`src/rtl/crc_framer_pkg.sv`:
```
// rtl/crc_framer_pkg.sv - shared FSM states, CRC constants and byte-wise CRC helpers
package crc_framer_pkg;

    typedef enum logic [2:0] {
        ST_IDLE,
        ST_PAYLOAD,
        ST_TRAILER,
        ST_CHKTRL,
        ST_FLUSH
    } state_t;

    localparam logic [31:0] CRC32_POLY = 32'h04C1_1DB7;
    localparam logic [31:0] CRC32_INIT = 32'hFFFF_FFFF;
    localparam logic [31:0] CRC16_POLY = 32'h0000_1021;
    localparam logic [31:0] CRC16_INIT = 32'h0000_FFFF;

    function automatic logic [31:0] width_mask(input int w);
        return (w >= 32) ? 32'hFFFF_FFFF : ((32'd1 << w) - 32'd1);
    endfunction

    // Non-reflected Galois update, d[7] shifted in first.
    function automatic logic [31:0] crc_next(input logic [31:0] crc, input logic [7:0] d,
                                             input int w, input logic [31:0] poly);
        logic [31:0] c;
        logic        fb;
        c = crc;
        for (int i = 7; i >= 0; i--) begin
            fb = c[w-1] ^ d[i];
            c  = (c << 1) & width_mask(w);
            if (fb) c = c ^ (poly & width_mask(w));
        end
        return c;
    endfunction

    // legacy=1: byte k is F[8k+7:8k] bit-reversed; legacy=0: MSB byte first.
    function automatic logic [7:0] trail_byte(input logic [31:0] f, input int k,
                                              input int w, input logic legacy);
        logic [31:0] t;
        logic [7:0]  b;
        if (legacy) begin
            t = f >> (8 * k);
            for (int i = 0; i < 8; i++) b[7-i] = t[i];
        end else begin
            t = f >> (w - 8 - 8 * k);
            b = t[7:0];
        end
        return b;
    endfunction

endpackage

```
`src/rtl/crc_framer_crc_byte_engine.sv`:
```
// rtl/crc_framer_crc_byte_engine.sv - CRC register with one-byte-per-cycle update
module crc_byte_engine
    import crc_framer_pkg::*;
#(
    parameter int          CRC_W = 32,
    parameter logic [31:0] POLY  = CRC32_POLY,
    parameter logic [31:0] INIT  = CRC32_INIT
) (
    input  logic             clk,
    input  logic             rst_n,
    input  logic             init,
    input  logic             en,
    input  logic [7:0]       d,
    output logic [CRC_W-1:0] q
);
    localparam logic [31:0] INIT_M = INIT & width_mask(CRC_W);

    logic [31:0] r_crc;
    logic [31:0] w_next;

    assign w_next = crc_next(r_crc, d, CRC_W, POLY);
    assign q      = r_crc[CRC_W-1:0];

    always_ff @(posedge clk or negedge rst_n) begin
        if (!rst_n)    r_crc <= INIT_M;
        else if (init) r_crc <= INIT_M;
        else if (en)   r_crc <= w_next;
    end

endmodule

```
`src/rtl/crc_framer.sv`:
```
// rtl/crc_framer.sv - byte-stream framer appending or checking a CRC trailer
module crc_framer
    import crc_framer_pkg::*;
#(
    parameter int          CRC_W      = 32,
    parameter logic [31:0] POLY       = CRC32_POLY,
    parameter logic [31:0] INIT       = CRC32_INIT,
    parameter logic [31:0] XOROUT     = 32'h0,
    parameter int          TRAIL_MODE = 1,
    parameter int          LEN_W      = 8
) (
    input  logic             clk,
    input  logic             rst_n,
    input  logic [LEN_W-1:0] cfg_len,
    input  logic             cfg_check,
    input  logic [7:0]       s_data,
    input  logic             s_valid,
    output logic             s_ready,
    output logic [7:0]       m_data,
    output logic             m_valid,
    input  logic             m_ready,
    output logic             m_last,
    output logic             done,
    output logic             crc_ok
);
    localparam int          NB       = CRC_W / 8;
    localparam logic [1:0]  LAST_K   = 2'(NB - 1);
    localparam logic [31:0] XOROUT_M = XOROUT & width_mask(CRC_W);

    state_t           r_state, w_state_nx;
    logic [LEN_W-1:0] r_len, r_cnt;
    logic [1:0]       r_k;
    logic             r_check, r_mis, r_done, r_ok;
    logic [7:0]       r_m_data;
    logic             r_m_valid, r_m_last;
    logic [CRC_W-1:0] w_crc;
    logic [31:0]      w_crc32, w_f;
    logic [7:0]       w_exp;
    logic             w_out_free, w_s_ready, w_s_hs, w_m_hs;
    logic             w_crc_en, w_crc_init, w_last_pay;

    crc_byte_engine #(.CRC_W(CRC_W), .POLY(POLY), .INIT(INIT)) u_crc (
        .clk   (clk),
        .rst_n (rst_n),
        .init  (w_crc_init),
        .en    (w_crc_en),
        .d     (s_data),
        .q     (w_crc)
    );

    always_comb begin
        w_crc32            = '0;
        w_crc32[CRC_W-1:0] = w_crc;
    end

    assign w_f        = w_crc32 ^ XOROUT_M;
    assign w_exp      = trail_byte(w_f, int'(r_k), CRC_W, TRAIL_MODE == 1);
    assign w_out_free = !r_m_valid || m_ready;
    assign w_s_hs     = s_valid && w_s_ready;
    assign w_m_hs     = r_m_valid && m_ready;
    assign w_crc_en   = w_s_hs && (r_state == ST_IDLE || r_state == ST_PAYLOAD);
    assign w_crc_init = (r_state == ST_FLUSH) && w_m_hs;
    assign w_last_pay = (r_state == ST_IDLE) ? (cfg_len == LEN_W'(1))
                                             : ((r_cnt + 1'b1) == r_len);

    // An empty frame in IDLE must not swallow the byte that announced it.
    always_comb begin
        w_s_ready = 1'b0;
        case (r_state)
            ST_IDLE:               w_s_ready = w_out_free && (cfg_len != '0);
            ST_PAYLOAD, ST_CHKTRL: w_s_ready = w_out_free;
            default:               w_s_ready = 1'b0;
        endcase
        if (!rst_n) w_s_ready = 1'b0;
    end

    always_comb begin
        w_state_nx = r_state;
        case (r_state)
            ST_IDLE: begin
                if (s_valid && (cfg_len == '0 || w_s_hs)) begin
                    if (cfg_len == '0 || w_last_pay) w_state_nx = cfg_check ? ST_CHKTRL : ST_TRAILER;
                    else                             w_state_nx = ST_PAYLOAD;
                end
            end
            ST_PAYLOAD: if (w_s_hs && w_last_pay) w_state_nx = r_check ? ST_CHKTRL : ST_TRAILER;
            ST_TRAILER: if (w_out_free && r_k == LAST_K) w_state_nx = ST_FLUSH;
            ST_CHKTRL:  if (w_s_hs && r_k == LAST_K) w_state_nx = ST_FLUSH;
            ST_FLUSH:   if (w_m_hs) w_state_nx = ST_IDLE;
            default:    w_state_nx = ST_IDLE;
        endcase
    end

    always_ff @(posedge clk or negedge rst_n) begin
        if (!rst_n) begin
            r_state <= ST_IDLE;
            r_len   <= '0;
            r_cnt   <= '0;
            r_k     <= '0;
            r_check <= 1'b0;
            r_mis   <= 1'b0;
            r_done  <= 1'b0;
            r_ok    <= 1'b0;
        end else begin
            r_state <= w_state_nx;
            r_done  <= w_crc_init;
            r_ok    <= w_crc_init && r_check && !r_mis;
            case (r_state)
                ST_IDLE: begin
                    r_k   <= '0;
                    r_mis <= 1'b0;
                    if (s_valid) begin
                        r_len   <= cfg_len;
                        r_check <= cfg_check;
                        r_cnt   <= w_s_hs ? LEN_W'(1) : '0;
                    end
                end
                ST_PAYLOAD: if (w_s_hs) r_cnt <= r_cnt + 1'b1;
                ST_TRAILER: if (w_out_free) r_k <= r_k + 1'b1;
                ST_CHKTRL: begin
                    if (w_s_hs) begin
                        r_k   <= r_k + 1'b1;
                        r_mis <= r_mis | (s_data != w_exp);
                    end
                end
                default: ;
            endcase
        end
    end

    always_ff @(posedge clk or negedge rst_n) begin
        if (!rst_n) begin
            r_m_data  <= 8'h00;
            r_m_valid <= 1'b0;
            r_m_last  <= 1'b0;
        end else if (w_out_free) begin
            r_m_valid <= 1'b0;
            r_m_last  <= 1'b0;
            if (w_s_hs) begin
                r_m_data  <= s_data;
                r_m_valid <= 1'b1;
                r_m_last  <= (r_state == ST_CHKTRL) && (r_k == LAST_K);
            end else if (r_state == ST_TRAILER) begin
                r_m_data  <= w_exp;
                r_m_valid <= 1'b1;
                r_m_last  <= (r_k == LAST_K);
            end
        end
    end

    assign s_ready = w_s_ready;
    assign m_data  = r_m_data;
    assign m_valid = r_m_valid;
    assign m_last  = r_m_last;
    assign done    = r_done;
    assign crc_ok  = r_ok;

endmodule

```
`config.mk`:
```
export PLATFORM = sky130hd
export DESIGN_NAME = crc_framer
export DESIGN_NICKNAME = d
export VERILOG_FILES = /design/src/rtl/crc_framer_pkg.sv /design/src/rtl/crc_framer_crc_byte_engine.sv /design/src/rtl/crc_framer.sv
export SDC_FILE = /design/constraint.sdc
export NUM_CORES = 1
export LEC_CHECK = 0
export ABC_AREA = 1
export BUFFER_PORTS_ARGS = -buffer_cell sky130_fd_sc_hd__buf_2
export CAP_MARGIN = 15
export CORE_ASPECT_RATIO = 1.4
export CORE_MARGIN = 2
export CORE_UTILIZATION = 30
export DETAILED_ROUTE_END_ITERATION = 10
export PLACE_DENSITY = 0.5
export RECOVER_POWER = 25
export SYNTH_ARGS = -nofsm -noshare
export SYNTH_HDL_FRONTEND = slang
export SYNTH_SLANG_ARGS = --single-unit
export TNS_END_PERCENT = 50
```
`constraint.sdc`:
```
create_clock -name clk -period 4.2 [get_ports clk]
set_clock_uncertainty 0.1 [all_clocks]
set_input_delay 0.84 -clock clk [delete_from_list [all_inputs] [get_ports clk]]
set_output_delay 0.84 -clock clk [all_outputs]
set_load 0.05 [all_outputs]
```
### After elaboration in Yosys (flattened, before gate mapping)

Index checks and enable logic that the tools add are counted.

| storage, ports and cells | value |
|---|---|
| input port bits | 21 |
| output and inout port bits | 13 |
| register bits after elaboration | 67 |

| operators by class | value |
|---|---|
| multiplexer cells | 37 |
| shift-type cells | 1 |
| equality and inequality tests | 17 |
| $add $sub $neg | 2 |
| reduce and logical (&&, ||, !) cells | 33 |
| bitwise logic cells | 17 |

Operators by type and width:

| kind | count |
|---|---|
| 2-to-1 mux 27 bit | 8 |
| NOT 14 bit | 8 |
| 2-to-1 mux 32 bit | 2 |
| 2-to-1 mux 8 bit | 4 |
| >> shifter 32 x 5 -> 8 bit | 1 |
| case mux 8 bit (2 select lines) | 1 |
| 2-to-1 mux 3 bit | 5 |
| case mux 3 bit (5 select lines) | 1 |
| != test 2 bit (second input constant) | 7 |
| logical AND 1 bit | 12 |
| 2-to-1 mux 1 bit | 10 |
| adder 8 x 1 -> 8 bit (second input constant) | 1 |
| equality test 8 x 1 -> 1 bit (second input constant) | 1 |
| equality test 8 bit | 1 |
| zero test 8 bit | 1 |
| != test 8 bit | 1 |
| nonzero test 2 bit | 4 |
| nonzero test 8 bit | 1 |
| bitwise XOR 1 bit | 8 |
| equality test 3 x 2 -> 1 bit (second input constant) | 2 |
| 2-to-1 mux 2 bit | 3 |
| case mux 2 bit (3 select lines) | 1 |
| AND reduction 2 bit | 3 |
| AND reduction 3 bit | 2 |
| 13 further kinds | 19 |

### Logic depth before layout (Yosys ltp)

Gate-level depths: netlist of the first run.

| logic depth | value |
|---|---|
| depth in word-level cells | 18 |
| gate-level depth with buffers | 16 |

### Modules after synthesis

From an unflattened synthesis of the first run, not the netlist that was laid out.

| second synthesis, totals | value |
|---|---|
| cell total of the unflattened synthesis | 692 |
| area total of the unflattened synthesis | 4,755.8 um2 |

Modules (own cells, without submodules):

| module | area an instance (um2) | cells an instance | times used |
|---|---|---|---|
| crc_framer | 2,396.0 | 351 | 1 |
| crc_byte_engine | 2,359.8 | 341 | 1 |

### Least setup slack after synthesis of the first run

No wires, ideal clock.

| timing | value |
|---|---|
| path type | input-to-output |
| from | in cfg_len[3] |
| to | out s_ready |
| slack | 1.816 ns |
| arrival time | 1.444 ns |
| stages | 6 |
| buffers on the path | 0 |
| cell sequence | nor2_1 nand3_1 o21ai_1 nand2_1 nand2_1 inv_1 |

| between the ends | value |
|---|---|
| longest elaborated chain between the ends | 4 |

RTL lines:

| what | line | source |
|---|---|---|
| start: declaration | crc_framer.sv:14 | `input logic [LEN_W-1:0] cfg_len,` |
| nonzero test 8 bit | crc_framer.sv:70 | `ST_IDLE: w_s_ready = w_out_free && (cfg_len != '0);` |
| logical AND 1 bit | crc_framer.sv:70 |  |
| case mux 1 bit (2 select lines) | crc_framer.sv:69 | `case (r_state)` |
| 2-to-1 mux 1 bit | crc_framer.sv:74 | `if (!rst_n) w_s_ready = 1'b0;` |
| end: declaration | crc_framer.sv:18 | `output logic s_ready,` |

No other way between the ends.

### Worst setup path in the final report of the first run

| timing | value |
|---|---|
| from | reg r_state[0] |
| to | reg u_crc.r_crc[20] (netlist: u_crc.q[20]) |

| between the ends | value |
|---|---|
| longest elaborated chain between the ends | 7 |

RTL lines:

| what | line | source |
|---|---|---|
| start: declaration | crc_framer.sv:30 | `state_t r_state, w_state_nx;` |
| start signal: assignment | crc_framer.sv:105 | `r_state <= w_state_nx;` |
| equality test 3 x 1 -> 1 bit / equality test 3 x 2 -> 1 bit (equally long branches) | crc_framer.sv:61, crc_framer.sv:69 |  |
| OR reduction 2 bit | crc_framer.sv:69 |  |
| case mux 1 bit (2 select lines) | crc_framer.sv:69 |  |
| 2-to-1 mux 1 bit | crc_framer.sv:74 |  |
| logical AND 1 bit | crc_framer.sv:59 | `assign w_s_hs = s_valid && w_s_ready;` |
| logical AND 1 bit | crc_framer.sv:61 | `assign w_crc_en = w_s_hs && (r_state == ST_IDLE \|\| r_state == ST_PAYLOAD);` |
| nonzero test 2 bit (no source line) | -- |  |
| end signal: assignment | crc_framer_crc_byte_engine.sv:27 | `else if (en) r_crc <= w_next;` |
| end: declaration | crc_framer_crc_byte_engine.sv:18 | `logic [31:0] r_crc;` |

Parallel ways exist; a longest one is shown, timed or not.
A chain may end at the register's enable or synchronous reset.

==> run_summary.xml, run 1 <==
<?xml version="1.0" encoding="UTF-8"?>
<metrics>
  <group name="run_status">
    <metric name="run_status" unit="">finished with violations</metric>
    <metric name="failed_checks" unit="">capacitance limit, slew limit</metric>
  </group>
  <group name="setup_path">
    <metric name="worstPathBufferInverterCount" unit="">5</metric>
    <metric name="regToRegStartpoint" unit="">r_state[0]</metric>
    <metric name="timing.reg2reg.setup_slack" unit="ns">1.21</metric>
    <metric name="worstPathArrival" unit="ns">3.15</metric>
    <metric name="critical_path.max_stage_delay" unit="ns">0.63</metric>
    <metric name="worstReg2RegEnd" unit="">u_crc.q[20]</metric>
    <metric name="endpoint_kind_of_the_worst_setup_timing_path" unit="">register</metric>
    <metric name="cpMaxStageDelayCell" unit="">nand2_1</metric>
    <metric name="required" unit="ns">4.36</metric>
    <metric name="worst-setup-path-type" unit="">reg -&gt; reg</metric>
    <metric name="setup.worst_path.start_class" unit="">register</metric>
    <metric name="critical-path-top-delay-family" unit="">simple AND/OR/NAND/NOR gates</metric>
    <metric name="path_max_fanout" unit="">22</metric>
    <metric name="worstPathCellList" unit="">inv_1, nand2_1, inv_2, o21ai_1, nand2_1, nand3_1, nor2_1, buf_4, inv_2, nand2_1, inv_2, a22oi_1</metric>
    <metric name="r2r.worst_path.cells" unit="">12</metric>
  </group>
  <group name="placement">
    <metric name="placed_instance_count" unit="">804</metric>
    <metric name="port_buffers" unit="">33</metric>
    <metric name="hpwl" unit="um">9163</metric>
    <metric name="dp_worst_setup_slack" unit="ns">0.9071</metric>
    <metric name="gp_routability_congestion" unit="">0.8261</metric>
    <metric name="postPlaceCellArea" unit="um^2">4858</metric>
  </group>
  <group name="routing">
    <metric name="detail_route.vias_per_cell" unit="">4.731</metric>
    <metric name="via_count" unit="">3884</metric>
    <metric name="route.antenna.remaining_nets" unit="">0</metric>
    <metric name="average_detailed_routed_wire_length_per_instance" unit="um">15.02</metric>
    <metric name="drt_first_pass_iters" unit="">4</metric>
    <metric name="first_iter_violations" unit="">268</metric>
    <metric name="post-route-drc-count" unit="">0</metric>
    <metric name="wl" unit="um">12330</metric>
  </group>
  <group name="cts">
    <metric name="cts_inserted_buffers" unit="">9</metric>
    <metric name="post-cts-setup-buffer-count" unit="">0</metric>
    <metric name="cts_tree" unit="">yes</metric>
    <metric name="clock_slew_seen_by_the_registers_of_the_worst_setup_and_hold_paths" unit="ns">0.06</metric>
    <metric name="cts-root-to-sink-buffers" unit="">2</metric>
    <metric name="cts_root_buf" unit="">clkbuf_16</metric>
    <metric name="ctsHtreeMaxLevel" unit="">3</metric>
    <metric name="clkLatencyLatePin" unit="ns">0.34</metric>
    <metric name="cts_num_sinks" unit="">67</metric>
    <metric name="number_of_hold_buffers_added_after_cts" unit="">0</metric>
    <metric name="post_cts.resized_instances" unit="">0</metric>
  </group>
  <group name="die">
    <metric name="initial_core_util" unit="%">30.79</metric>
    <metric name="design.die.area" unit="um^2">15970</metric>
    <metric name="i_o_pins" unit="">34</metric>
    <metric name="core_area" unit="um^2">14570</metric>
    <metric name="die_x" unit="um">107.4</metric>
    <metric name="fp-row-count" unit="">52</metric>
    <metric name="fp.dieH" unit="um">148.7</metric>
  </group>
  <group name="final_layout">
    <metric name="areaGrowthSynthToFinish" unit="%">15.08</metric>
    <metric name="leading_cell_type_in_the_layout_fill_and_taps_excluded" unit="">nand2_1</metric>
    <metric name="design.final.nets" unit="">650</metric>
    <metric name="post_layout_nonfiller_instances" unit="">821</metric>
    <metric name="layout.cell_area.non_filler" unit="um^2">5165</metric>
    <metric name="antenna-diode-count" unit="">0</metric>
    <metric name="register_area" unit="um^2">1717</metric>
    <metric name="drive_gt1_share" unit="%">17.72</metric>
    <metric name="filler_cell_count" unit="">1560</metric>
    <metric name="final_cell_mix" unit="">nand2_1 (164), inv_1 (63), xor2_1 (59)</metric>
    <metric name="multiInputGateArea" unit="um^2">2414</metric>
    <metric name="finish.utilization" unit="%">35.44</metric>
  </group>
  <group name="worst_hold_path">
    <metric name="worst_hold_startpoint" unit="">m_data[6]</metric>
    <metric name="hold_path_end" unit="">m_data[6]</metric>
    <metric name="timing.hold.worst.class" unit="">reg -&gt; reg</metric>
    <metric name="worstHoldPathCells" unit="">2</metric>
  </group>
  <group name="yosys">
    <metric name="seq_total_area_yosys" unit="%">38.25</metric>
    <metric name="yosys.area_share.simple" unit="%">24.28</metric>
    <metric name="post_synth_main_area_contributors" unit="">dfrtp_1 (20%), dfstp_2 (19%), nand2_1 (14%)</metric>
    <metric name="synthesis.nets" unit="">617</metric>
    <metric name="synth_top_family_by_area" unit="">simple AND/OR/NAND/NOR gates</metric>
    <metric name="yosysTopAreaCellShare" unit="%">19.51</metric>
    <metric name="multiplexer_share_of_the_synthesized_area" unit="%">0</metric>
    <metric name="synth_compound_gate_area_share" unit="%">10.82</metric>
    <metric name="synth.ff_latch_count" unit="">67</metric>
    <metric name="postSynthAreaPerCell" unit="um^2">7.556</metric>
    <metric name="synthXorXnorAreaFrac" unit="%">18.12</metric>
    <metric name="yosysTopAreaCell" unit="">dfrtp_1</metric>
    <metric name="yosys_warnings" unit="">0</metric>
    <metric name="synth.cell_area" unit="um^2">4488</metric>
    <metric name="post_synth_fa_ha_maj_area_fraction" unit="%">0.5576</metric>
    <metric name="syn-instance-count" unit="">594</metric>
    <metric name="post_synth_num_cell_types" unit="">32</metric>
  </group>
  <group name="flow_run">
    <metric name="cap_viol_max_count" unit="">1</metric>
  </group>
  <group name="grt">
    <metric name="initial_antenna_violation_count" unit="">0</metric>
    <metric name="global_route_wire_length_before_repair" unit="um">20560</metric>
    <metric name="grt_remaining_overflow" unit="">0</metric>
    <metric name="grt_start_max_net_pins" unit="">68</metric>
    <metric name="global_route.usage.total" unit="%">16.78</metric>
    <metric name="grt_pass1_vias" unit="">3958</metric>
  </group>
  <group name="sta">
    <metric name="final_layout_worst_hold_slack" unit="ns">0.3878</metric>
    <metric name="slew_headroom" unit="%">-17.02</metric>
    <metric name="final_period_minus_worst_setup_slack" unit="ns">2.994</metric>
    <metric name="worst_pin_slew" unit="ns">1.755</metric>
    <metric name="setup_viol_count_final" unit="">0</metric>
    <metric name="final_max_slew_viol_count" unit="">68</metric>
    <metric name="clock.fmax" unit="GHz">0.3340</metric>
    <metric name="rsz0062_at_grt" unit="">false</metric>
    <metric name="totalNegativeSetupSlack" unit="ns">0</metric>
    <metric name="period_share" unit="%">71.29</metric>
    <metric name="final-hold-violation-count" unit="">0</metric>
    <metric name="setup_slack" unit="ns">1.206</metric>
  </group>
  <group name="power_and_ir_drop">
    <metric name="power-per-cell-area" unit="nW/um^2">952.3</metric>
    <metric name="p_leak" unit="nW">2.538</metric>
    <metric name="power.ir.vdd_worst" unit="mV">0.3051</metric>
    <metric name="final_total_power" unit="mW">4.918</metric>
  </group>
</metrics>
## final cells by class
class                           instances  area share (%)
Multi-Input combinational cell        433           46.73
Tap cell                              189           4.578
Clock buffer                           10           4.627
Timing Repair Buffer                   39           3.997
Inverter                               77           5.596
Sequential cell                        67           33.24
Clock inverter                          6           1.235
## registers in the layout, summed over array words and instances, names as in the netlist
name and count:
m_last 1, r_cnt 8, u_crc.q 32, r_check 1, m_data 8, done 1
m_valid 1, r_k 2, r_state 3, crc_ok 1, r_mis 1, r_len 8
## where the power goes
group | internal, mW | switching (mW) | total, mW
sequential | 1.03 | 0.287 | 1.32
combinational | 1.03 | 1.80 | 2.83
clock | 0.476 | 0.297 | 0.772
## how the worst max path moves through the flow
stage | start | end | slack [ns] | cells past startpoint
after global routing | r_state[0] | u_crc.q[15] | 0.87 | 12
after CTS | r_state[1] | u_crc.q[20] | 1.18 | 12
after floorplan | cfg_len[3] | s_ready | 1.82 | 6
after detailed placement | cfg_len[6] | u_crc.q[11] | 0.91 | 13
final | r_state[0] | u_crc.q[20] | 1.21 | 12
after global placement | cfg_len[3] | u_crc.q[11] | 0.97 | 13
## synth_stat cells (all sizes together)
cell and count:
nand2 166, inv 77, xor2 66, o21ai 47, nand3 42, nor2 37, dfrtp 35, dfstp 32
a21oi 23, xnor2 14, clkbuf 13, nand4 7, or2 6, a22oi 5, o22ai 5, a31oi 4
buf 4, nor3 3, o22a 3, ha 2, a21boi 1, nor4 1, o21bai 1
## kinds of logic (layout without fill, tap and decap cells)
family          count (synthesis)  count (layout)
simple gates                  262             262
buf+inv                        94             132
compound gates                 89              89
xor+xnor                       80              80
flops                          67              67
fa+ha+maj                       2               2
## per-layer routing
metal | up-vias | share of wire, % | track usage [%]
li1 | 1942 | - | -
met1 | 1858 | 42 | 20.03
met2 | 66 | 53 | 30.13
met3 | 18 | 3.1 | 3.067
met4 | 0 | 1.8 | 5.513
met5 | - | 0 | 0
## tightest hold or removal path: cells and delay by family, from the launching register on
family          cells  cell delay, ns
flops               1            0.34
compound gates      1            0.06
simple gates        1            0.05
(Power assumes the default switching activity.)
==> run 2, diff against run 1 <==
==> constraint.sdc (replaced) <==
create_clock -name clk -period 2.85 [get_ports clk]
set_clock_uncertainty 0.1 [all_clocks]
set_input_delay 0.57 -clock clk [delete_from_list [all_inputs] [get_ports clk]]
set_output_delay 0.57 -clock clk [all_outputs]
set_load 0.05 [all_outputs]
==> run 2 against run 1 <==
Effect of this change: count of clock-buffer cells in the layout up 1; the flow still finishes with violations (capacitance limit, slew limit); largest cell class unchanged; setup slack worse by 0.77 ns; die area unchanged; hold slack worse by 0.0019 ns; sequential share of layout area about the same; design area about the same; utilization about the same; critical path depth unchanged; global-route usage up 0.061 points; non-clock buffer count up 3; critical path type unchanged; combinational power up 49%; wire length up 2.1%.
==> run_summary.xml, run 2 (synthesized netlist as in run 1, its figures left out) <==
<?xml version="1.0" encoding="UTF-8"?>
<metrics>
  <group name="final_layout">
    <metric name="drive_gt1_share" unit="%">18.43</metric>
    <metric name="finish.utilization" unit="%">35.43</metric>
    <metric name="filler_cell_count" unit="">1577</metric>
    <metric name="post_layout_nonfiller_instances" unit="">824</metric>
    <metric name="antenna-diode-count" unit="">0</metric>
    <metric name="layout.cell_area.non_filler" unit="um^2">5164</metric>
    <metric name="largest_register_ff_count" unit="">32</metric>
    <metric name="areaGrowthSynthToFinish" unit="%">15.05</metric>
    <metric name="leading_cell_type_in_the_layout_fill_and_taps_excluded" unit="">nand2_1</metric>
    <metric name="final_cell_mix" unit="">nand2_1 (163), inv_1 (63), xor2_1 (59)</metric>
    <metric name="register_area" unit="um^2">1717</metric>
    <metric name="design.final.nets" unit="">653</metric>
    <metric name="multiInputGateArea" unit="um^2">2420</metric>
  </group>
  <group name="run_status">
    <metric name="failed_checks" unit="">capacitance limit, slew limit</metric>
    <metric name="run_status" unit="">finished with violations</metric>
  </group>
  <group name="power_and_ir_drop">
    <metric name="power_switching" unit="mW">3.495</metric>
    <metric name="power.sequential.fraction" unit="%">26.7</metric>
    <metric name="power.combinational.fraction" unit="%">58.9</metric>
    <metric name="internal_power" unit="mW">3.658</metric>
    <metric name="swShare" unit="%">48.86</metric>
    <metric name="power-per-cell-area" unit="nW/um^2">1385</metric>
    <metric name="p_leak" unit="nW">2.539</metric>
    <metric name="power.ir.vdd_worst" unit="mV">0.4062</metric>
    <metric name="final_total_power" unit="mW">7.153</metric>
    <metric name="share_clk_of_total_power" unit="%">14.4</metric>
  </group>
  <group name="die">
    <metric name="design.die.area" unit="um^2">15970</metric>
    <metric name="fp-row-count" unit="">52</metric>
    <metric name="initial_core_util" unit="%">30.79</metric>
    <metric name="core_area" unit="um^2">14570</metric>
    <metric name="i_o_pins" unit="">34</metric>
    <metric name="die_x" unit="um">107.4</metric>
    <metric name="fp.dieH" unit="um">148.7</metric>
  </group>
  <group name="placement">
    <metric name="gp_routability_congestion" unit="">0.8208</metric>
    <metric name="postPlaceCellArea" unit="um^2">4888</metric>
    <metric name="hpwl" unit="um">9287</metric>
    <metric name="port_buffers" unit="">33</metric>
    <metric name="placed_instance_count" unit="">808</metric>
  </group>
  <group name="setup_path">
    <metric name="endpoint_kind_of_the_worst_setup_timing_path" unit="">register</metric>
    <metric name="cp_dominant_cell_by_count" unit="">nor2_1</metric>
    <metric name="timing.reg2reg.setup_slack" unit="ns">0.44</metric>
    <metric name="worstReg2RegEnd" unit="">u_crc.q[26]</metric>
    <metric name="r2r.worst_path.cells" unit="">12</metric>
    <metric name="path_max_fanout" unit="">14</metric>
    <metric name="regToRegStartpoint" unit="">r_state[1]</metric>
    <metric name="worstPathCellList" unit="">nor2_1, nand2_1, inv_2, o21ai_1, nand2_1, nand3_1, nor2_1, inv_2, nand2_2, buf_4, nor2_1, a31oi_1</metric>
    <metric name="cpMaxStageDelayCell" unit="">dfrtp_1</metric>
    <metric name="crit_start" unit="">r_state[1]</metric>
    <metric name="required" unit="ns">3.01</metric>
    <metric name="critical_path.max_stage_delay" unit="ns">0.42</metric>
    <metric name="worstPathArrival" unit="ns">2.57</metric>
    <metric name="worst-setup-path-type" unit="">reg -&gt; reg</metric>
    <metric name="setup.worst_path.start_class" unit="">register</metric>
  </group>
  <group name="grt">
    <metric name="grt_remaining_overflow" unit="">0</metric>
    <metric name="global_route_wire_length_before_repair" unit="um">20620</metric>
    <metric name="grt_pass1_vias" unit="">3999</metric>
    <metric name="grt_start_max_net_pins" unit="">68</metric>
    <metric name="initial_antenna_violation_count" unit="">0</metric>
    <metric name="global_route.usage.total" unit="%">16.84</metric>
  </group>
  <group name="worst_hold_path">
    <metric name="timing.hold.worst.class" unit="">reg -&gt; reg</metric>
    <metric name="hold_path_end" unit="">m_data[5]</metric>
    <metric name="worstHoldPathCells" unit="">2</metric>
    <metric name="worst_hold_startpoint" unit="">m_data[5]</metric>
  </group>
  <group name="cts">
    <metric name="clkLatencyLatePin" unit="ns">0.34</metric>
    <metric name="cts-root-to-sink-buffers" unit="">2</metric>
    <metric name="cts_tree" unit="">yes</metric>
    <metric name="cts_inserted_buffers" unit="">9</metric>
    <metric name="clock_slew_seen_by_the_registers_of_the_worst_setup_and_hold_paths" unit="ns">0.06</metric>
    <metric name="cts_num_sinks" unit="">67</metric>
    <metric name="ctsHtreeMaxLevel" unit="">3</metric>
    <metric name="number_of_hold_buffers_added_after_cts" unit="">0</metric>
    <metric name="cts_root_buf" unit="">clkbuf_16</metric>
  </group>
  <group name="sta">
    <metric name="final-hold-violation-count" unit="">0</metric>
    <metric name="worst_pin_slew" unit="ns">1.762</metric>
    <metric name="setup_viol_count_final" unit="">0</metric>
    <metric name="final_period_minus_worst_setup_slack" unit="ns">2.411</metric>
    <metric name="totalNegativeSetupSlack" unit="ns">0</metric>
    <metric name="rsz0062_at_grt" unit="">false</metric>
    <metric name="slew_headroom" unit="%">-17.48</metric>
    <metric name="clock.fmax" unit="GHz">0.4147</metric>
    <metric name="final_max_slew_viol_count" unit="">68</metric>
    <metric name="period_share" unit="%">84.61</metric>
  </group>
  <group name="routing">
    <metric name="via_count" unit="">3875</metric>
    <metric name="post-route-drc-count" unit="">0</metric>
    <metric name="detail_route.vias_per_cell" unit="">4.703</metric>
    <metric name="wl" unit="um">12590</metric>
    <metric name="drt_first_pass_iters" unit="">5</metric>
    <metric name="average_detailed_routed_wire_length_per_instance" unit="um">15.27</metric>
    <metric name="route.antenna.remaining_nets" unit="">0</metric>
    <metric name="first_iter_violations" unit="">289</metric>
  </group>
  <group name="flow_run">
    <metric name="cap_viol_max_count" unit="">1</metric>
  </group>
</metrics>
[run 2: worst max-delay path by stage]
stage	end	slack (ns)	depth (start not counted)
CTS	u_crc.q[14]	0.28	11
global route	u_crc.q[26]	0.20	12
floorplan	u_crc.q[11]	0.85	11
detailed placement	u_crc.q[27]	0.26	11
global placement	u_crc.q[16]	0.28	9
finish	u_crc.q[26]	0.44	12
[run 2: final cells by class]
type | count | share of cell area, %
timing repair buffer | 42 | 4.458
sequential | 67 | 33.24
clock buffer | 11 | 4.701
multi-input combinational | 433 | 46.86
clock inverter | 5 | 0.5573
inverter | 77 | 5.597
tap | 189 | 4.580
[run 2: power groups by stage]
stage	combinational [mW]	sequential, mW	clock, mW
2_1_floorplan	3.11	2.04	0
3_3_place_gp	4.19	1.91	0
3_5_place_dp	4.21	1.92	0
4_1_cts	4.25	1.91	1.07
5_1_grt	4.74	1.96	1.11
6_report	4.21	1.91	1.03
[run 2: metal layers]
metal,wire [um],part of all wire (%),global-route usage [%]
met5,0,0,0
met4,365,2.9,6.667
met2,6689,53,30.60
met1,5012,40,19.06
met3,518,4.1,3.462
[run 2: what timing repair did]
| item | CTS | global route |
|---|---|---|
| buffers inserted | 0 | 0 |
| setup endpoints to repair | 0 | 4 |
| resized for setup | 0 | 2 |
[run 2: worst max-delay path: cells and delay by family (launching register included)]
kind / cells / cell delay, ns
AOI/OAI and AO/OA: 2 / 0.25
DFF: 1 / 0.42
buffers and inverters: 3 / 0.45
and+or+nand+nor: 7 / 1.13
[run 2: stage by stage]
stage / setup slack, ns / hold slack [ns]
2_1_floorplan: 0.8483 / 0.1744
3_3_place_gp: 0.2849 / 0.3734
3_5_place_dp: 0.2625 / 0.3771
4_1_cts: 0.2835 / 0.3904
5_1_grt: 0.1972 / 0.4132
6_report: 0.4386 / 0.3859
==> run 3, diff against run 2 <==
--- a/config.mk
+++ b/config.mk
@@ -5,7 +5,7 @@
 export SDC_FILE = /design/constraint.sdc
 export NUM_CORES = 1
 export LEC_CHECK = 0
-export ABC_AREA = 1
+export ABC_AREA = 0
 export BUFFER_PORTS_ARGS = -buffer_cell sky130_fd_sc_hd__buf_2
 export CAP_MARGIN = 15
 export CORE_ASPECT_RATIO = 1.4
==> constraint.sdc (replaced) <==
create_clock -name clk -period 2.4 [get_ports clk]
set_clock_uncertainty 0.1 [all_clocks]
set_input_delay 0.48 -clock clk [delete_from_list [all_inputs] [get_ports clk]]
set_output_delay 0.48 -clock clk [all_outputs]
set_load 0.05 [all_outputs]
==> run 3 against run 2 <==
Effect of this change: the run now ends clean; count of clock-buffer cells in the layout grew 4; via count shrank 20%; synthesized cell count shrank 35%; global-route usage shrank 1.7 points; non-clock buffer count grew 30; setup slack lost 0.38 ns; sequential power grew 22%; hold slack lost 0.14 ns; highest routed layer unchanged; die area shrank 5.9%; critical path type is now in -> out; design area grew 1.1%; critical path depth shrank 5; largest power group unchanged; cell count shrank 22%.
==> run_summary.xml, run 3 <==
<?xml version="1.0" encoding="UTF-8"?>
<metrics>
  <group name="run_status">
    <metric name="run_status" unit="">finished, final reports clean</metric>
  </group>
  <group name="setup_path">
    <metric name="path_max_fanout" unit="">2</metric>
    <metric name="cpMaxStageDelayCell" unit="">or4_4</metric>
    <metric name="critical_path.max_stage_delay" unit="ns">0.55</metric>
    <metric name="worst-setup-path-type" unit="">in -&gt; out</metric>
    <metric name="critical-path-top-delay-family" unit="">simple AND/OR/NAND/NOR gates</metric>
    <metric name="endpoint_kind_of_the_worst_setup_timing_path" unit="">output pin</metric>
    <metric name="worstPathCellList" unit="">buf_2, or4_4, o21a_1, buf_6, nor2_4, nor2_2, buf_6</metric>
    <metric name="cp_dominant_cell_by_count" unit="">buf_6</metric>
    <metric name="setup.worst_path.start_class" unit="">primary input</metric>
    <metric name="worstPathArrival" unit="ns">1.76</metric>
    <metric name="required" unit="ns">1.82</metric>
    <metric name="worstPathBufferInverterCount" unit="">3</metric>
  </group>
  <group name="placement">
    <metric name="postPlaceCellArea" unit="um^2">4895</metric>
    <metric name="gp_routability_congestion" unit="">0.8083</metric>
    <metric name="hpwl" unit="um">8158</metric>
    <metric name="port_buffers" unit="">33</metric>
    <metric name="placed_instance_count" unit="">626</metric>
  </group>
  <group name="yosys">
    <metric name="postSynthAreaPerCell" unit="um^2">10.84</metric>
    <metric name="seq_total_area_yosys" unit="%">40.71</metric>
    <metric name="synth_enable_flop_cells" unit="">0</metric>
    <metric name="post_synth_num_cell_types" unit="">53</metric>
    <metric name="synthesis.nets" unit="">412</metric>
    <metric name="synth.cells.most_frequent" unit="">xnor2_1 (57), dfrtp_1 (35), nor3_1 (35)</metric>
    <metric name="share_of_flip_flops_with_an_asynchronous_set_or_reset_after_synthesis" unit="%">100.0</metric>
    <metric name="synth.most_common_cell" unit="">xnor2_1</metric>
    <metric name="post_synth_main_area_contributors" unit="">dfrtp_1 (21%), dfstp_2 (20%), xnor2_1 (12%)</metric>
    <metric name="yosysTopAreaCell" unit="">dfrtp_1</metric>
    <metric name="synth.ff_latch_count" unit="">67</metric>
    <metric name="synth_ff_type" unit="">dfrtp_1</metric>
    <metric name="yosys_warnings" unit="">0</metric>
    <metric name="syn-instance-count" unit="">389</metric>
    <metric name="synth.cell_area" unit="um^2">4217</metric>
    <metric name="yosysTopAreaCellShare" unit="%">20.77</metric>
  </group>
  <group name="grt">
    <metric name="grt_pass1_vias" unit="">3242</metric>
    <metric name="initial_antenna_violation_count" unit="">0</metric>
    <metric name="grt_remaining_overflow" unit="">0</metric>
    <metric name="global_route_wire_length_before_repair" unit="um">17710</metric>
    <metric name="grt_start_max_net_pins" unit="">38</metric>
    <metric name="global_route.usage.total" unit="%">15.19</metric>
  </group>
  <group name="power_and_ir_drop">
    <metric name="p_leak" unit="nW">2.006</metric>
    <metric name="power.ir.vdd_worst" unit="mV">0.7437</metric>
    <metric name="final_total_power" unit="mW">9.612</metric>
    <metric name="power-per-cell-area" unit="nW/um^2">1841</metric>
  </group>
  <group name="sta">
    <metric name="slew_headroom" unit="%">35.68</metric>
    <metric name="final_max_slew_viol_count" unit="">0</metric>
    <metric name="rsz0062_at_grt" unit="">false</metric>
    <metric name="final-hold-violation-count" unit="">0</metric>
    <metric name="period_share" unit="%">97.58</metric>
    <metric name="clock.fmax" unit="GHz">0.4270</metric>
    <metric name="final_period_minus_worst_setup_slack" unit="ns">2.342</metric>
    <metric name="setup_viol_count_final" unit="">0</metric>
    <metric name="worst_pin_slew" unit="ns">0.9648</metric>
    <metric name="final_layout_worst_hold_slack" unit="ns">0.2456</metric>
  </group>
  <group name="cts">
    <metric name="cts_tree" unit="">yes</metric>
    <metric name="cts_num_sinks" unit="">67</metric>
    <metric name="clock_slew_seen_by_the_registers_of_the_worst_setup_and_hold_paths" unit="ns">0.06</metric>
    <metric name="cts_inserted_buffers" unit="">9</metric>
    <metric name="number_of_hold_buffers_added_after_cts" unit="">0</metric>
    <metric name="cts-root-to-sink-buffers" unit="">2</metric>
    <metric name="cts_root_buf" unit="">clkbuf_16</metric>
    <metric name="ctsHtreeMaxLevel" unit="">3</metric>
    <metric name="clkLatencyLatePin" unit="ns">0.33</metric>
  </group>
  <group name="routing">
    <metric name="wl" unit="um">10660</metric>
    <metric name="route.antenna.remaining_nets" unit="">0</metric>
    <metric name="drt_first_pass_iters" unit="">4</metric>
    <metric name="detail_route.vias_per_cell" unit="">4.829</metric>
    <metric name="via_count" unit="">3105</metric>
    <metric name="average_detailed_routed_wire_length_per_instance" unit="um">16.58</metric>
    <metric name="post-route-drc-count" unit="">0</metric>
    <metric name="first_iter_violations" unit="">86</metric>
  </group>
  <group name="final_layout">
    <metric name="areaGrowthSynthToFinish" unit="%">23.83</metric>
    <metric name="final_cell_mix" unit="">xnor2_1 (57), dfrtp_1 (35), nor3_1 (34)</metric>
    <metric name="design.final.nets" unit="">476</metric>
    <metric name="post_layout_nonfiller_instances" unit="">643</metric>
    <metric name="drive_gt1_share" unit="%">37.55</metric>
    <metric name="layout.cell_area.non_filler" unit="um^2">5221</metric>
    <metric name="largest_register_ff_count" unit="">32</metric>
    <metric name="antenna-diode-count" unit="">0</metric>
    <metric name="leading_cell_type_in_the_layout_fill_and_taps_excluded" unit="">xnor2_1</metric>
  </group>
  <group name="die">
    <metric name="die_x" unit="um">104.2</metric>
    <metric name="design.die.area" unit="um^2">15030</metric>
    <metric name="fp.dieH" unit="um">144.3</metric>
    <metric name="i_o_pins" unit="">34</metric>
    <metric name="initial_core_util" unit="%">30.45</metric>
    <metric name="fp-row-count" unit="">51</metric>
    <metric name="core_area" unit="um^2">13850</metric>
  </group>
  <group name="flow_run">
    <metric name="cap_viol_max_count" unit="">0</metric>
  </group>
  <group name="worst_hold_path">
    <metric name="timing.hold.worst.class" unit="">in -&gt; async</metric>
  </group>
</metrics>
[run 3: cell count changes after synthesis, moves of 21 or more]
cell / delta
xnor2_1: +45
mux2_2: +26
nand2_1: -149
xor2_1: -33
inv_1: -61
nor2_1: -23
nand3_1: -35
nor3_1: +32
o21ai_1: -21
[run 3: final timing paths]
check                      slack [ns]  cells after the start  startpoint          to
hold reg to reg                  0.38                      2       r_mis       r_mis
setup / recovery                 0.06                      7  cfg_len[6]     s_ready
setup reg to reg                 0.24                      6  r_state[0]   m_data[5]
min in group clk                 0.30                      2  cfg_len[7]    r_len[7]
hold / removal                   0.25                      2       rst_n  r_state[0]
max in group asynchronous        1.14                      2       rst_n        done
[run 3: timing repair]
action,in CTS,in global routing
pin swaps,1,4
gates resized for setup,2,6
setup endpoints to repair,1,1
setup buffers,1,0
[run 3: cell type report]
class / instances / area [um^2]
clock buffer: 15 / 289.0
clock inverter: 1 / 5.005
fill: 1400 / 8626
inverter: 2 / 7.507
multi-input combinational: 301 / 2432
sequential: 67 / 1717
tap: 185 / 231.5
timing repair buffer: 72 / 539.3
[run 3: power breakdown]
group / switching (mW) / internal (mW) / leakage, nW
sequential: 0.477 / 1.85 / 0.774
clock: 0.476 / 0.818 / 0.145
combinational: 3.08 / 2.91 / 1.09
total: 4.04 / 5.57 / 2.01
[run 3: routing by layer]
metal	track usage, %	part of all wire (%)	vias to the layer above	routed length [um]
met5	0	0	-	0
met1	17.88	43	1534	4582
met4	4.836	1.3	0	142
met3	2.659	1.9	13	198
li1	-	-	1527	-
met2	28.08	54	31	5740
[run 3: cells by family (layout without fill, tap and decap cells)]
kind of cell	Yosys count	after routing	synth area share [%]
AOI/OAI and AO/OA	73	73	11.81
muxes	35	35	11.54
DFF	67	67	40.71
adders and majority gates	2	2	0.5934
buffers and inverters	21	90	2.107
and+or+nand+nor	100	100	12.37
xor gates and xnor gates	91	91	20.86
[run 3: stage by stage]
step / setup WS (ns) / utilization, % / setup TNS, ns
final: 0.05808 / 37.71 / 0
after global routing: 0.003086 / 37.71 / 0
after CTS: 0.007093 / 37.57 / 0
after detailed placement: -0.1601 / 35.35 / -1.344
after global placement: -0.1335 / 35.35 / -1.198
after floorplan: 0.01728 / - / 0
[run 3: worst reg2reg max path: cells and delay by family, from the launching register on]
| kind | cells | cell delay, ns |
|---|---|---|
| buffers and inverters | 2 | 0.38 |
| and+or+nand+nor | 1 | 0.44 |
| muxes | 1 | 0.38 |
| DFF | 1 | 0.36 |
| AOI/OAI and AO/OA | 2 | 0.38 |
